[src/rtl/apb_xfer_ctrl_if.sv]
`default_nettype none
// ============================================================================
// Module   : apb_xfer_ctrl_if
// Brief    : AHB-Lite slave-port and APB master-port bundle for apb_xfer_ctrl.
// Revision : 1.0 - initial release
// ============================================================================
interface apb_xfer_ctrl_if #(
    parameter int NUM_SLAVES = 4
);
    logic                  Hsel;
    logic [1:0]            Htrans;
    logic [31:0]           Haddr;
    logic                  Hwrite;
    logic [31:0]           Hwdata;
    logic                  Hready_in;
    logic                  Hreadyout;
    logic [1:0]            Hresp;
    logic [31:0]           Hrdata;
    logic [NUM_SLAVES-1:0] Psel;
    logic                  Penable;
    logic                  Pwrite;
    logic [31:0]           Paddr;
    logic [31:0]           Pwdata;
    logic [31:0]           Prdata;
    logic                  Pready;
    logic                  Pslverr;

    // master: the transfer controller (drives the APB side, answers AHB)
    modport master (
        input  Hsel, Htrans, Haddr, Hwrite, Hwdata, Hready_in,
        output Hreadyout, Hresp, Hrdata,
        output Psel, Penable, Pwrite, Paddr, Pwdata,
        input  Prdata, Pready, Pslverr
    );

    // slave: the surrounding AHB interconnect and APB slave bank
    modport slave (
        output Hsel, Htrans, Haddr, Hwrite, Hwdata, Hready_in,
        input  Hreadyout, Hresp, Hrdata,
        input  Psel, Penable, Pwrite, Paddr, Pwdata,
        output Prdata, Pready, Pslverr
    );
endinterface
`default_nettype wire

[src/rtl/apb_xfer_ctrl.sv]
`default_nettype none
// ============================================================================
// Module   : apb_xfer_ctrl
// Brief    : AHB-Lite to APB transfer sequencer with wait-state/error handling.
// Revision : 1.0 - initial release
// ============================================================================
module apb_xfer_ctrl #(
    parameter int NUM_SLAVES = 4,
    parameter int SEL_LSB    = 12
) (
    input  wire logic         Hclk,
    input  wire logic         Hresetn,
    apb_xfer_ctrl_if.master   bus
);
    localparam int IDXW      = $clog2(NUM_SLAVES);
    localparam int c_IDX_TOP = SEL_LSB + IDXW;

    typedef enum logic [2:0] {
        S_IDLE   = 3'd0,
        S_WDATA  = 3'd1,
        S_SETUP  = 3'd2,
        S_ACCESS = 3'd3,
        S_DONE   = 3'd4,
        S_ERR1   = 3'd5,
        S_ERR2   = 3'd6
    } state_t;

    state_t                r_state;
    logic [IDXW-1:0]       r_idx;
    logic [NUM_SLAVES-1:0] r_psel;
    logic                  r_penable;
    logic                  r_pwrite;
    logic [31:0]           r_paddr;
    logic [31:0]           r_pwdata;
    logic [31:0]           r_hrdata;
    logic                  r_hreadyout;
    logic                  r_err;

    logic                  w_acc;
    logic [IDXW-1:0]       w_idx;
    logic                  w_unmapped;
    logic                  w_unused;

    assign w_acc    = bus.Hsel & bus.Htrans[1] & bus.Hready_in;
    assign w_idx    = bus.Haddr[c_IDX_TOP-1:SEL_LSB];
    assign w_unused = bus.Htrans[0];

    // Address bits above the slave index must be zero for a mapped access.
    generate
        if (c_IDX_TOP < 32) begin : g_map_upper
            assign w_unmapped = |bus.Haddr[31:c_IDX_TOP];
        end else begin : g_map_full
            assign w_unmapped = 1'b0;
        end
    endgenerate

    function automatic logic [NUM_SLAVES-1:0] f_onehot(input logic [IDXW-1:0] i_idx);
        logic [NUM_SLAVES-1:0] v;
        v        = '0;
        v[i_idx] = 1'b1;
        return v;
    endfunction

    always_ff @(posedge Hclk or negedge Hresetn) begin
        if (!Hresetn) begin
            r_state     <= S_IDLE;
            r_idx       <= '0;
            r_psel      <= '0;
            r_penable   <= 1'b0;
            r_pwrite    <= 1'b0;
            r_paddr     <= 32'd0;
            r_pwdata    <= 32'd0;
            r_hrdata    <= 32'd0;
            r_hreadyout <= 1'b1;
            r_err       <= 1'b0;
        end else begin
            case (r_state)
                // Every state with Hreadyout high may accept the next transfer.
                S_IDLE, S_DONE, S_ERR2: begin
                    r_err     <= 1'b0;
                    r_psel    <= '0;
                    r_penable <= 1'b0;
                    if (w_acc) begin
                        r_paddr     <= bus.Haddr;
                        r_pwrite    <= bus.Hwrite;
                        r_idx       <= w_idx;
                        r_hreadyout <= 1'b0;
                        if (w_unmapped) begin
                            r_state <= S_ERR1;
                            r_err   <= 1'b1;
                        end else if (bus.Hwrite) begin
                            r_state <= S_WDATA;
                        end else begin
                            r_state <= S_SETUP;
                            r_psel  <= f_onehot(w_idx);
                        end
                    end else begin
                        r_state     <= S_IDLE;
                        r_hreadyout <= 1'b1;
                    end
                end
                S_WDATA: begin
                    r_pwdata <= bus.Hwdata;
                    r_psel   <= f_onehot(r_idx);
                    r_state  <= S_SETUP;
                end
                S_SETUP: begin
                    r_penable <= 1'b1;
                    r_state   <= S_ACCESS;
                end
                S_ACCESS: begin
                    if (bus.Pready) begin
                        r_psel    <= '0;
                        r_penable <= 1'b0;
                        if (bus.Pslverr) begin
                            r_state <= S_ERR1;
                            r_err   <= 1'b1;
                        end else begin
                            r_state     <= S_DONE;
                            r_hreadyout <= 1'b1;
                            if (!r_pwrite) begin
                                r_hrdata <= bus.Prdata;
                            end
                        end
                    end
                end
                S_ERR1: begin
                    r_state     <= S_ERR2;
                    r_hreadyout <= 1'b1;
                end
                default: begin
                    r_state     <= S_IDLE;
                    r_psel      <= '0;
                    r_penable   <= 1'b0;
                    r_hreadyout <= 1'b1;
                    r_err       <= 1'b0;
                end
            endcase
        end
    end

    assign bus.Hreadyout = r_hreadyout;
    assign bus.Hresp     = {1'b0, r_err};
    assign bus.Hrdata    = r_hrdata;
    assign bus.Psel      = r_psel;
    assign bus.Penable   = r_penable;
    assign bus.Pwrite    = r_pwrite;
    assign bus.Paddr     = r_paddr;
    assign bus.Pwdata    = r_pwdata;

endmodule
`default_nettype wire

[src/flat_wrapper.sv]
// flat-port wrapper written by rule: the top's interface ports become plain ports
module apb_xfer_ctrl_flat 
#(
    parameter int NUM_SLAVES = 4,
    parameter int SEL_LSB    = 12
)
  (Hclk, Hresetn, bus_Hsel, bus_Htrans, bus_Haddr, bus_Hwrite, bus_Hwdata, bus_Hready_in, bus_Hreadyout, bus_Hresp, bus_Hrdata, bus_Psel, bus_Penable, bus_Pwrite, bus_Paddr, bus_Pwdata, bus_Prdata, bus_Pready, bus_Pslverr);
  apb_xfer_ctrl_if #(.NUM_SLAVES(NUM_SLAVES)) bus_i ();
  input  wire logic Hclk;
  input  wire logic Hresetn;
  input wire logic [$bits(bus_i.Hsel)-1:0] bus_Hsel;
  input wire logic [$bits(bus_i.Htrans)-1:0] bus_Htrans;
  input wire logic [$bits(bus_i.Haddr)-1:0] bus_Haddr;
  input wire logic [$bits(bus_i.Hwrite)-1:0] bus_Hwrite;
  input wire logic [$bits(bus_i.Hwdata)-1:0] bus_Hwdata;
  input wire logic [$bits(bus_i.Hready_in)-1:0] bus_Hready_in;
  output wire logic [$bits(bus_i.Hreadyout)-1:0] bus_Hreadyout;
  output wire logic [$bits(bus_i.Hresp)-1:0] bus_Hresp;
  output wire logic [$bits(bus_i.Hrdata)-1:0] bus_Hrdata;
  output wire logic [$bits(bus_i.Psel)-1:0] bus_Psel;
  output wire logic [$bits(bus_i.Penable)-1:0] bus_Penable;
  output wire logic [$bits(bus_i.Pwrite)-1:0] bus_Pwrite;
  output wire logic [$bits(bus_i.Paddr)-1:0] bus_Paddr;
  output wire logic [$bits(bus_i.Pwdata)-1:0] bus_Pwdata;
  input wire logic [$bits(bus_i.Prdata)-1:0] bus_Prdata;
  input wire logic [$bits(bus_i.Pready)-1:0] bus_Pready;
  input wire logic [$bits(bus_i.Pslverr)-1:0] bus_Pslverr;
  assign bus_i.Hsel = bus_Hsel;
  assign bus_i.Htrans = bus_Htrans;
  assign bus_i.Haddr = bus_Haddr;
  assign bus_i.Hwrite = bus_Hwrite;
  assign bus_i.Hwdata = bus_Hwdata;
  assign bus_i.Hready_in = bus_Hready_in;
  assign bus_Hreadyout = bus_i.Hreadyout;
  assign bus_Hresp = bus_i.Hresp;
  assign bus_Hrdata = bus_i.Hrdata;
  assign bus_Psel = bus_i.Psel;
  assign bus_Penable = bus_i.Penable;
  assign bus_Pwrite = bus_i.Pwrite;
  assign bus_Paddr = bus_i.Paddr;
  assign bus_Pwdata = bus_i.Pwdata;
  assign bus_i.Prdata = bus_Prdata;
  assign bus_i.Pready = bus_Pready;
  assign bus_i.Pslverr = bus_Pslverr;
  apb_xfer_ctrl #(.NUM_SLAVES(NUM_SLAVES), .SEL_LSB(SEL_LSB)) u_core (.Hclk(Hclk), .Hresetn(Hresetn), .bus(bus_i));
endmodule
[config.mk]
export PLATFORM = sky130hd
export DESIGN_NAME = apb_xfer_ctrl_flat
export DESIGN_NICKNAME = d
export VERILOG_FILES = /design/src/rtl/apb_xfer_ctrl_if.sv /design/src/rtl/apb_xfer_ctrl.sv /design/src/flat_wrapper.sv
export SDC_FILE = /design/constraint.sdc
export NUM_CORES = 1
export LEC_CHECK = 0
export ABC_CLOCK_PERIOD_IN_PS = 2200
export CAP_MARGIN = 10
export CORE_MARGIN = 3
export CORE_UTILIZATION = 30
export CTS_BUF_LIST = sky130_fd_sc_hd__clkbuf_4 sky130_fd_sc_hd__clkbuf_8 sky130_fd_sc_hd__clkbuf_16
export CTS_CLUSTER_SIZE = 8
export DETAILED_ROUTE_END_ITERATION = 8
export PLACE_DENSITY = 0.68
export SLEW_MARGIN = 10
export SYNTH_ARGS = -nofsm -noshare
export SYNTH_HDL_FRONTEND = slang
export SYNTH_SLANG_ARGS = --single-unit
export TNS_END_PERCENT = 20
[constraint.sdc]
create_clock -name Hclk -period 2.2 [get_ports Hclk]
set_input_delay 0.55 -clock Hclk [delete_from_list [all_inputs] [get_ports Hclk]]
set_output_delay 0.55 -clock Hclk [all_outputs]
set_load 0.03 [all_outputs]
# After elaboration in Yosys (flattened, before gate mapping)
# Cells that the tools add are included.
totals:
  in_bits: 105
  reg_bits: 109
classes:
  n_mux: 26
  eq_ne: 9
  n_bitwise: 8
  n_lt_le_gt_ge: 4
  n_reduce_logical: 15
ops:
  columns: ["op", "count"]
  rows:
  - ["$reduce_or 18->1", 1]
  - ["$mux 4", 4]
  - ["$pmux 4 s4", 1]
  - ["$pmux 3 s5", 1]
  - ["$mux 1", 11]
  - ["$eq 3x3->1 const B", 3]
  - ["$mux 3", 3]
  - ["$pmux 1 s3", 3]
  - ["$eq 3x2->1 const B", 2]
  - ["$lt 2x3->1 const B", 2]
  - ["$ne 2x2->1 const B", 3]
  - ["$not 1->1", 6]
  - ["$reduce_and 2->1", 3]
  - ["$reduce_and 3->1", 2]
  - ["$reduce_or 2->1", 3]
  - ["$reduce_or 3->1", 2]
  - ["$demux 1 s2", 2]
  - ["$ge 2x1->1 const B", 2]
  - ["$reduce_and 4->1", 1]
  - ["$eq 3x1->1 const B", 1]
  - ["$logic_not 3->1", 1]
  - ["$and 1x1->1", 2]
  - ["$logic_and 1x1->1", 2]
  - ["$mux 2", 1]

# Logic depth before layout (Yosys ltp)
depth:
  depth_word: 8
  ltp_mapped: 6

# Worst setup path after synthesis
# Ideal clock, no wire load.
synth_timing:
  path_kind: "input to register"
  start: "input port bus_Pready"
  end: "register u_core.r_hrdata[12], in the netlist u_core.bus.Hrdata[12]"
  setup_slack_ps: 533
  t_required_ps: 2075
  path_buffers: 1
  t_arrival_ps: 1542
  stages: 4
  path_cell_list: "nand2_1 -> nor4b_4 -> buf_6 -> mux2_2"
synth_via:
  elab_chain_cells: 1
synth_rtl:
  columns: ["item", "line", "rtl"]
  rows:
  - ["start, declared", "flat_wrapper.sv:26", "input wire logic [$bits(bus_i.Pready)-1:0] bus_Pready;"]
  - ["$reduce_and 4->1 (no source line)", null, null]
  - ["end signal, assigned", "apb_xfer_ctrl.sv:122", "r_hrdata <= bus.Prdata;"]
  - ["end, declared", "apb_xfer_ctrl.sv:35", "logic [31:0] r_hrdata;"]
# No other way between the ends.
# A chain may end at the register's enable or synchronous reset.

# Final worst setup path
layout_timing:
  start: "register u_core.r_hreadyout, in the netlist u_core.bus.Hreadyout"
  end: "output port bus_Hreadyout"
layout_lines:
  columns: ["item", "line", "rtl"]
  rows:
  - ["start, declared", "apb_xfer_ctrl.sv:36", "logic r_hreadyout;"]
  - ["start signal, assigned", "apb_xfer_ctrl.sv:74", "r_hreadyout <= 1'b1;"]
  - ["start signal, assigned", "apb_xfer_ctrl.sv:87", "r_hreadyout <= 1'b0;"]
  - ["start signal, assigned", "apb_xfer_ctrl.sv:99", "r_hreadyout <= 1'b1;"]
  - ["end, declared", "flat_wrapper.sv:17", "output wire logic [$bits(bus_i.Hreadyout)-1:0] bus_Hreadyout;"]
# No word-level cell between the ends.

==> flow_summary.ini <==
[worst_setup_path]
endpoint_kind = output port
path_max_fanout = 2
worst-path-buf-inv = 1
cp.arrival_ns = 1.56
slowest_delay_ns = 0.70
slowest_stage = clkdlybuf4s50_1
crit_family = buffers and inverters
critPathKind = flop to output port
path_cells = clkdlybuf4s50_1
critPathLaunchType = flop
critPathRequiredTime_ns = 1.65

[yosys]
syn_nets = 441
syn_avg_cell_area_um2 = 12.5
synth_edf_count = 0
synth-adder-area-share = 0
synth_cell_type_count = 31
yosys.area_share.xor_xnor = 0
synthSimpleGateAreaFrac = 0.126
synth_top_family_by_area = multiplexers
synth_mux_area_frac = 0.172
yosys_warnings = 0
yosys_register_bits = 107
synth_compound_area_frac = 0.0364
async_flop_share = 1.00
ys.flop_type = dfrtp_1
postSynthCellCount = 336
ys_seq_area_frac = 0.639
syn_area_um2 = 4200

[grt]
grt_pass1_wl_um = 18900
track_usage = 0.151
antenna_found_initial = 0
grt_pass1_vias = 3652
grt_remaining_overflow = 0
grt_max_degree = 43

[detailed_routing]
dr.pass1.iters = 4
wirelength_um = 11200
detail_route.vias_per_cell = 4.50
vias = 3295
avgRoutedWirePerCell_um = 15.3
ant_nets = 0
drtIter0Drc = 114
drc = 0

[layout]
area_growth_pct = 63.5
final_cells = 733
layout_commonest_cell = clkdlybuf4s50_1
regArea_um2 = 2680
fillers = 1206
stdcell_area_um2 = 6860
multi_input_area_um2 = 1410
final_cell_mix = 206 x clkdlybuf4s50_1, 106 x dfrtp_1, 101 x nand2_1, 59 x mux2_2, 15 x buf_4
antennaDiodeCount = 0
drive_gt1_frac = 0.171
utilization = 0.510
fin_nets = 659

[sta]
maxSlewHeadroom = 0.595
period_share = 0.961
finalHoldViolCount = 0
skew_ns = 0.00601
setup_violations = 0
tightest_slew_ns = 0.606
drv_slew = 0
max_freq_mhz = 473
period_minus_slack_ns = 2.11
rsz0062_at_grt = no

[die]
ios = 210
die_y_um = 124
initial_core_util = 0.312
chipWidth_um = 124
rows = 42
core_um2 = 13500
die_area_um2 = 15400

[placed_design]
portBuffers = 207
dp_cells = 719
routabilityCongestion = 0.766
placement.cell_area_um2 = 6540
dp_hpwl_um = 8690

[clocking]
cts_tree = done
cts_hold_buf = 0
insertion_delay_ns = 0.34
clk_pin_slew_ns = 0.07
post_cts_buffers = 0
cts_buffers = 9
cts_buffer_depth = 2
cts_resized = 0
clock_tree.htree_level_count = 3
root_buffer = clkbuf_16
cts_sinks = 107

[run_status]
status = finished clean

[power_and_ir_drop]
powerDensity_nw_per_um2 = 1540
switching_power_mw = 4.20
leakage_nw = 3.00
clock_power_share = 0.164
pwr-share-seq = 0.324
swShare = 0.398
max-vdd-ir-drop_mv = 0.570
internal-power_mw = 6.36
p_total_mw = 10.6
combPwrFrac = 0.512

[run]
drv_cap = 0

[min_path]
hp-class = input port to async pin
cells in the mapped netlist (4+ instances only):
master,number,area (um2)
o21ai_0,5,25.0
nor2_1,5,18.8
nor4_1,4,25.0
clkbuf_1,7,26.3
o41ai_1,4,35.0
mux2_2,59,664
mux2_1,5,56.3
inv_1,4,15.0
nand2_1,101,379
dfrtp_1,106,2650
a21oi_1,4,20.0
metal layers:
metal  global-route usage  part of all wire
met5                    0                 0
met1                0.177              0.39
met4               0.0548             0.016
met2                0.261              0.53
met3               0.0459             0.063
state kept, by name, summed over array words and instances, names as in the netlist:
register              flops
u_core.r_idx              1
u_core.bus.Psel           4
u_core.r_err              1
u_core.bus.Hrdata        32
u_core.bus.Paddr         31
u_core.bus.Hreadyout      1
u_core.bus.Pwrite         1
u_core.bus.Penable        1
u_core.bus.Pwdata        32
u_core.r_state            3
power by group through the flow:
stage	Combinational, mW	Clock [mW]	Sequential [mW]
finish	5.40	1.73	3.42
floorplan	1.26	0	5.19
detailed placement	5.47	0	3.46
CTS	5.48	1.80	3.44
global route	5.74	1.90	3.56
global placement	5.41	0	3.41
stage by stage:
stage / hold slack, ns / setup slack (ns) / setup TNS (ns)
3_3_place_gp: 0.455 / -0.0540 / -0.160
2_1_floorplan: 0.254 / 0.533 / 0
5_1_grt: 0.223 / 0.0432 / 0
4_1_cts: 0.206 / 0.0511 / 0
3_5_place_dp: 0.461 / -0.118 / -0.408
6_report: 0.191 / 0.0857 / 0
worst paths after layout:
kind | start | end | slack [ns] | depth (start not counted)
worst min register to register | u_core.bus.Pwdata[12] | u_core.bus.Pwdata[12] | 0.48 | 2
worst max register to register | u_core.r_state[1] | u_core.bus.Hrdata[15] | 0.50 | 4
max in group asynchronous | Hresetn | u_core.bus.Hreadyout | 1.30 | 2
worst max-delay path | u_core.bus.Hreadyout | bus_Hreadyout | 0.09 | 1
min in group Hclk | u_core.bus.Pwdata[12] | u_core.bus.Pwdata[12] | 0.48 | 2
worst min-delay path | Hresetn | u_core.bus.Pwdata[11] | 0.19 | 1
logic make-up (layout without fill, tap and decap cells):
group | count (synthesis) | after routing
compound gates | 22 | 22
flops | 107 | 107
mux | 64 | 64
other cells | 1 | 1
simple gates | 122 | 122
buf+inv | 20 | 241
layout make-up:
cell class,count,share of cell area
flip-flops and latches,107,0.391
inverters,4,0.00219
clock buffers,12,0.0379
multi-input cells,209,0.206
repair buffers,223,0.323
clock inverters,2,0.00876
well taps,176,0.0321
(Power assumes the default switching activity.)
